### src/rtl/usb_rx_pkg.sv
// Shared types and constants for the USB full-speed receive byte path.
// The optional CRC16 check in byte_receiver is enabled by defining RX_CRC16_EN.
package usb_rx_pkg;

  typedef enum logic [2:0] {IDLE, SYNC, RECEIVE, EOP, ERROR} rx_state_t;

  localparam logic [7:0]  SYNC_PATTERN   = 8'h80;
  localparam int          STUFF_LIMIT    = 6;
  localparam logic [15:0] CRC16_POLY     = 16'h8005;
  localparam logic [15:0] CRC16_RESIDUAL = 16'h800D;

  // One serial CRC16 step, data bit presented in arrival order.
  function automatic logic [15:0] crc16_step(input logic [15:0] crc, input logic din);
    return {crc[14:0], 1'b0} ^ ((din ^ crc[15]) ? CRC16_POLY : 16'h0000);
  endfunction

endpackage

### src/rtl/rx_bit_sampler.sv
// Line synchronizers, edge-aligned bit timer and NRZI decode for the USB receive path.
// Produces a one-cycle sample strobe together with the decoded bit and line states.
module rx_bit_sampler
  import usb_rx_pkg::*;
#(
  parameter int CLKS_PER_BIT = 8,
  parameter int SAMPLE_POINT = 3
) (
  input  logic clk,
  input  logic rst,
  input  logic d_plus,
  input  logic d_minus,
  input  logic idle,
  output logic strobe,
  output logic nrzi_bit,
  output logic se0,
  output logic j,
  output logic k_fall
);

  localparam int TW = $clog2(CLKS_PER_BIT);

  logic          dp_meta, dp_s, dp_d;
  logic          dm_meta, dm_s;
  logic [TW-1:0] timer;
  logic          prev_level;

  always_ff @(posedge clk) begin
    if (rst) begin
      dp_meta    <= 1'b1;
      dp_s       <= 1'b1;
      dp_d       <= 1'b1;
      dm_meta    <= 1'b0;
      dm_s       <= 1'b0;
      timer      <= '0;
      prev_level <= 1'b1;
    end else begin
      dp_meta <= d_plus;
      dp_s    <= dp_meta;
      dp_d    <= dp_s;
      dm_meta <= d_minus;
      dm_s    <= dm_meta;
      // Re-align the bit timer to every D+ edge so sampling tracks the sender.
      if (dp_s != dp_d || timer == TW'(CLKS_PER_BIT - 1))
        timer <= '0;
      else
        timer <= timer + 1'b1;
      if (idle)
        prev_level <= 1'b1;
      else if (strobe)
        prev_level <= dp_s;
    end
  end

  assign strobe   = (timer == TW'(SAMPLE_POINT));
  assign nrzi_bit = (dp_s == prev_level);
  assign se0      = !dp_s && !dm_s;
  assign j        = dp_s && !dm_s;
  assign k_fall   = dp_d && !dp_s && dm_s;

endmodule

### src/rtl/byte_receiver.sv
// USB full-speed receive byte path: SYNC detect, bit unstuffing, byte assembly and EOP.
// Optional CRC16 residual check is compiled in when RX_CRC16_EN is defined.
//
// state   | meaning
// IDLE    | line idle (J), waiting for J->K edge
// SYNC    | collecting 8 SYNC bits, expect 8'h80
// RECEIVE | assembling data bytes, unstuffing
// EOP     | first SE0 seen, waiting for SE0 then J
// ERROR   | packet aborted, waiting for SE0 then J
module byte_receiver
  import usb_rx_pkg::*;
#(
  parameter int CLKS_PER_BIT = 8,
  parameter int SAMPLE_POINT = 3,
  parameter int MAX_BYTES    = 64
) (
  input  logic       clk,
  input  logic       rst,
  input  logic       d_plus,
  input  logic       d_minus,
  output logic [7:0] rx_byte,
  output logic       byte_valid,
  output logic [7:0] byte_count,
  output logic       rx_active,
  output logic       eop_detected,
  output logic       rx_error,
  output logic       crc_error
);

  rx_state_t  state;
  logic [7:0] shift;
  logic [7:0] shift_next;
  logic [2:0] bit_idx;
  logic [2:0] ones_cnt;
  logic       eop_se0_seen;
  logic       err_se0_seen;
  logic       strobe, nrzi_bit, se0, j, k_fall;
  logic       stuff_due;
  logic       pkt_start;

  rx_bit_sampler #(
    .CLKS_PER_BIT(CLKS_PER_BIT),
    .SAMPLE_POINT(SAMPLE_POINT)
  ) u_sampler (
    .clk     (clk),
    .rst     (rst),
    .d_plus  (d_plus),
    .d_minus (d_minus),
    .idle    (state == IDLE),
    .strobe  (strobe),
    .nrzi_bit(nrzi_bit),
    .se0     (se0),
    .j       (j),
    .k_fall  (k_fall)
  );

  assign shift_next = {nrzi_bit, shift[7:1]};
  assign stuff_due  = (ones_cnt == 3'(STUFF_LIMIT));
  assign pkt_start  = (state == IDLE) && k_fall;
  assign rx_active  = (state == SYNC) || (state == RECEIVE) || (state == EOP);

  always_ff @(posedge clk) begin
    if (rst) begin
      state        <= IDLE;
      shift        <= '0;
      bit_idx      <= '0;
      ones_cnt     <= '0;
      eop_se0_seen <= 1'b0;
      err_se0_seen <= 1'b0;
      rx_byte      <= '0;
      byte_valid   <= 1'b0;
      byte_count   <= '0;
      eop_detected <= 1'b0;
      rx_error     <= 1'b0;
    end else begin
      byte_valid   <= 1'b0;
      eop_detected <= 1'b0;
      case (state)
        IDLE: begin
          if (pkt_start) begin
            state      <= SYNC;
            rx_error   <= 1'b0;
            byte_count <= '0;
            bit_idx    <= '0;
            ones_cnt   <= '0;
            shift      <= '0;
          end
        end
        SYNC, RECEIVE: begin
          if (strobe) begin
            if (se0) begin
              if (state == SYNC || bit_idx != 3'd0) rx_error <= 1'b1;
              state        <= (state == SYNC) ? ERROR : EOP;
              eop_se0_seen <= 1'b0;
              err_se0_seen <= 1'b1;
            end else if (stuff_due) begin
              if (nrzi_bit) begin
                rx_error     <= 1'b1;
                state        <= ERROR;
                err_se0_seen <= 1'b0;
              end else begin
                ones_cnt <= '0;
              end
            end else begin
              ones_cnt <= nrzi_bit ? ones_cnt + 3'd1 : 3'd0;
              shift    <= shift_next;
              bit_idx  <= bit_idx + 3'd1;
              if (bit_idx == 3'd7) begin
                if (state == SYNC) begin
                  if (shift_next == SYNC_PATTERN) begin
                    state <= RECEIVE;
                  end else begin
                    rx_error     <= 1'b1;
                    state        <= ERROR;
                    err_se0_seen <= 1'b0;
                  end
                end else if (byte_count == 8'(MAX_BYTES)) begin
                  // Overflow takes priority over delivering the byte.
                  rx_error     <= 1'b1;
                  state        <= ERROR;
                  err_se0_seen <= 1'b0;
                end else begin
                  rx_byte    <= shift_next;
                  byte_valid <= 1'b1;
                  byte_count <= byte_count + 8'd1;
                end
              end
            end
          end
        end
        EOP: begin
          if (strobe) begin
            if (se0 && !eop_se0_seen) begin
              eop_se0_seen <= 1'b1;
            end else if (j) begin
              state        <= IDLE;
              eop_detected <= 1'b1;
            end else begin
              state        <= ERROR;
              err_se0_seen <= se0;
            end
          end
        end
        ERROR: begin
          if (strobe) begin
            if (se0)
              err_se0_seen <= 1'b1;
            else if (j && err_se0_seen)
              state <= IDLE;
            else
              err_se0_seen <= 1'b0;
          end
        end
        default: state <= IDLE;
      endcase
    end
  end

`ifdef RX_CRC16_EN
  logic [15:0] crc;
  logic        crc_flag;
  logic        take_bit;
  logic        eop_ok;

  // CRC covers every accepted data bit after the PID byte, including the CRC field.
  assign take_bit = strobe && (state == RECEIVE) && !se0 && !stuff_due;
  assign eop_ok   = strobe && (state == EOP) && j;

  always_ff @(posedge clk) begin
    if (rst) begin
      crc      <= 16'hFFFF;
      crc_flag <= 1'b0;
    end else begin
      if (pkt_start) begin
        crc      <= 16'hFFFF;
        crc_flag <= 1'b0;
      end else if (take_bit && byte_count != 8'd0) begin
        crc <= crc16_step(crc, nrzi_bit);
      end
      if (eop_ok && byte_count >= 8'd3 && crc != CRC16_RESIDUAL)
        crc_flag <= 1'b1;
    end
  end

  assign crc_error = crc_flag;
`else
  assign crc_error = 1'b0;
`endif

endmodule

### config.mk
export PLATFORM = sky130hd
export DESIGN_NAME = byte_receiver
export DESIGN_NICKNAME = d
export VERILOG_FILES = /design/src/rtl/usb_rx_pkg.sv /design/src/rtl/rx_bit_sampler.sv /design/src/rtl/byte_receiver.sv
export SDC_FILE = /design/constraint.sdc
export NUM_CORES = 1
export LEC_CHECK = 0
export CORE_UTILIZATION = 56
export CTS_CLUSTER_DIAMETER = 50
export DETAILED_ROUTE_END_ITERATION = 7
export PLACE_DENSITY = 0.81
export RECOVER_POWER = 100
export SYNTH_ARGS = -nofsm -noshare
export SYNTH_HDL_FRONTEND = slang
export SYNTH_SLANG_ARGS = --single-unit
### constraint.sdc
create_clock -name clk -period 2.85 [get_ports clk]
set_input_delay 0.57 -clock clk [delete_from_list [all_inputs] [get_ports clk]]
set_output_delay 0.57 -clock clk [all_outputs]
set_load 0.02 [all_outputs]
==> results_dict.tcl <==
set metrics [dict create \
    status "finished, violations left" \
    violations "max-capacitance violations, max-slew violations" \
    die_area_um2 4490 \
    grt_max_degree 43 \
    cts_buffer_depth 2 \
    p_leak_nw 1.10 \
    worst_path_most_repeated_cell "nor2_1" \
    synth_cells 281 \
    power_mw 1.34 \
    hold_path_end "u_sampler.dp_s$_SDFF_PP1_" \
    cts_buffers 5 \
    die_w_um 67.0 \
    portBuffers 23 \
    post_cts_buffers 0 \
    start_kind "flip-flop" \
    min_period_over_period_pct 92.9 \
    rr_startpoint "state[0]$_SDFFE_PP0P_" \
    whs_path_depth 1 \
    clkPwrFrac_pct 32.8 \
    io_pins 25 \
    grtUsageMet3_pct 6.34 \
    ys.flop_type "dfxtp_1" \
    rsz0062_at_grt "no" \
    vdd_ir_drop_max_v 0.000378 \
    pwr_density_cell_nw_per_um2 493 \
    seq_power_share_pct 51.5 \
    ys_ff_latch 46 \
    met2_usage_pct 37.9 \
    final_common_cell "dfxtp_1" \
    drt_iter0_markers 204 \
    area_delta_synth_final_pct 14.6 \
    combPwrFrac_pct 15.7 \
    synth-seq-area-share_pct 38.9 \
    worst-path-max-fanout 21 \
    slowest_stage "dfxtp_1" \
    place.gp.congestion 0.908 \
    dp.cells 342 \
    clk_pin_slew_ns 0.09 \
    drt-total-wl_mm 4.96 \
    wl_per_cell_um 14.2 \
    antenna_found_initial 0 \
    worstSetupEndpointType "output pin" \
    r2r_end "byte_count[7]$_SDFFE_PP0P_" \
    fin_tns_setup_ns 0 \
    reg2reg_depth 5 \
    p_sw_mw 0.400 \
    detail-route-antenna-nets 0 \
    final_hold_viol_count 0 \
    synth_area_um2 2370 \
    async_flop_share_pct 0 \
    post-route-util_pct 67.4 \
    num_vias 2086 \
    rows 23 \
    timing.fmax_ghz 0.378 \
    ctsHtreeMaxLevel 2 \
    crit_family "flip-flops" \
    yosysTopAreaCell "dfxtp_1" \
    drv_cap 1 \
    internal_power_mw 0.938 \
    nets 314 \
    syn-num-nets 296 \
    remaining_drc_errors 0 \
    core_um2 4030 \
    critPathLaunch "state[0]$_SDFFE_PP0P_" \
    period_minus_slack_ns 2.65 \
    synth_enable_flop_cells 0 \
    most-common-layout-cells "dfxtp_1, nor2_1, nand2_1" \
    avgViaCountPerCell 5.96 \
    report.final.setup_viol 0 \
    yosysWarnings 0 \
    ys_types 57 \
    cp.arrival_ns 2.08 \
    cts.sinks 46 \
    antenna-diode-count 0 \
    required_ns 2.28 \
    overflow 0 \
    drv_slew 43 \
    fillers 336 \
    avgSynthCellArea_um2 8.43 \
    synthTopCellsByArea "dfxtp_1, ha_1, nor2_1, a21oi_1, nand2_1" \
    tritoncts "yes" \
    top_usage_layer "met2" \
    grt_use_met1_pct 31.7 \
    post_route_cells_drive_above_1_share_pct 8.00 \
    synth_top_area_share_pct 38.9 \
    path_buf_inv 1 \
    insertion_delay_ns 0.31 \
    cp_slowest_stage_delay_ns 0.77 \
    drtPass1Iterations 5 \
    crit_path_cell_trace "nor2_1, nor2_1, clkdlybuf4s50_1" \
    postCtsHoldBufs 0 \
    track_usage_pct 24.7 \
    cts_resized 0 \
    worst_clock_skew_ns 0.00814 \
    fin_cells 350 \
    worst_hold_path_type "reg2reg" \
    grt_pass1_wl_mm 8.41 \
    initial_utilization_pct 58.8 \
    hpwl_mm 3.48 \
    swShare_pct 29.9 \
    worst_slew_pin_slew_ns 1.71 \
    critPathKind "reg2out" \
    hold_path_startpoint "u_sampler.dp_meta$_SDFF_PP1_" \
    root_buffer "clkbuf_8" \
    grt_pass1_vias 1888 \
    reg2reg_slack_ns 0.41 \
    dieHeight_um 67.0 \
    relSlewSlack_pct -14.1 \
]
-- synth_stat cells, types with 5 or more instances --
cell type / n
dfxtp_1: 46
a21oi_1: 20
ha_1: 11
clkbuf_1: 9
o21ai_0: 5
nor2_1: 31
or2_2: 5
nor2b_1: 6
xnor2_1: 5
nand2_1: 25
nand3_1: 13
nor4_1: 5
nor3_1: 5
inv_1: 12
mux2i_1: 9
or3_1: 5
o31ai_1: 6
-- sequential cells by signal, summed over array words and instances, names as in the netlist, 3 cells and up --
register and flops:
bit_idx 3, state 3, byte_count 8, rx_byte 8, shift 7, ones_cnt 3, u_sampler.timer 3
-- kinds of logic (layout without fill, tap and decap cells) --
| logic type | Yosys count | in the layout | share of synthesized area (%) |
|---|---|---|---|
| compound gates | 54 | 54 | 15.4 |
| xor+xnor | 6 | 6 | 2.22 |
| fa+ha+maj | 12 | 12 | 6.23 |
| buf+inv | 28 | 47 | 4.97 |
| flops | 46 | 46 | 38.9 |
| mux | 12 | 12 | 5.23 |
| other cells | 1 | 1 | 0.158 |
| simple gates | 122 | 122 | 26.9 |
-- through the flow --
stage | cell area (µm²) | setup WS, ns | hold slack [ns]
floorplan | 2370 | 0.558 | 0.389
global placement | 2620 | 0.513 | 0.392
detailed placement | 2620 | 0.448 | 0.397
CTS | 2720 | 0.220 | 0.418
global route | 2710 | 0.0330 | 0.431
finish | 2710 | 0.203 | 0.414
-- cell type report --
type	instances	area [µm²]	area share [%]
multi-input combinational	207	1330	49.0
clock buffer	6	82.6	3.04
sequential	46	921	33.9
inverter	12	45.0	1.66
tap	50	62.6	2.31
clock inverter	2	16.3	0.599
timing repair buffer	27	256	9.45
-- how the worst max path moves through the flow --
stage	depth (start not counted)	endpoint
floorplan	8	byte_count[7]$_SDFFE_PP0P_
global placement	5	byte_count[6]$_SDFFE_PP0P_
detailed placement	5	byte_count[7]$_SDFFE_PP0P_
CTS	3	rx_active
global route	3	rx_active
finish	3	rx_active
-- power by group through the flow --
stage / Sequential (mW) / Clock (mW) / Combinational [mW]
2_1_floorplan: 0.677 / 0 / 0.178
3_3_place_gp: 0.702 / 0 / 0.205
3_5_place_dp: 0.704 / 0 / 0.207
4_1_cts: 0.688 / 0.443 / 0.208
5_1_grt: 0.695 / 0.466 / 0.236
6_report: 0.689 / 0.439 / 0.210
-- metal layers --
| layer | up-vias | share of wire, % |
|---|---|---|
| li1 | 1035 | - |
| met1 | 962 | 45 |
| met5 | - | 0 |
| met2 | 73 | 46 |
| met4 | 0 | 2.6 |
| met3 | 16 | 5.7 |
No activity file was read; power rests on OpenSTA's default activity.
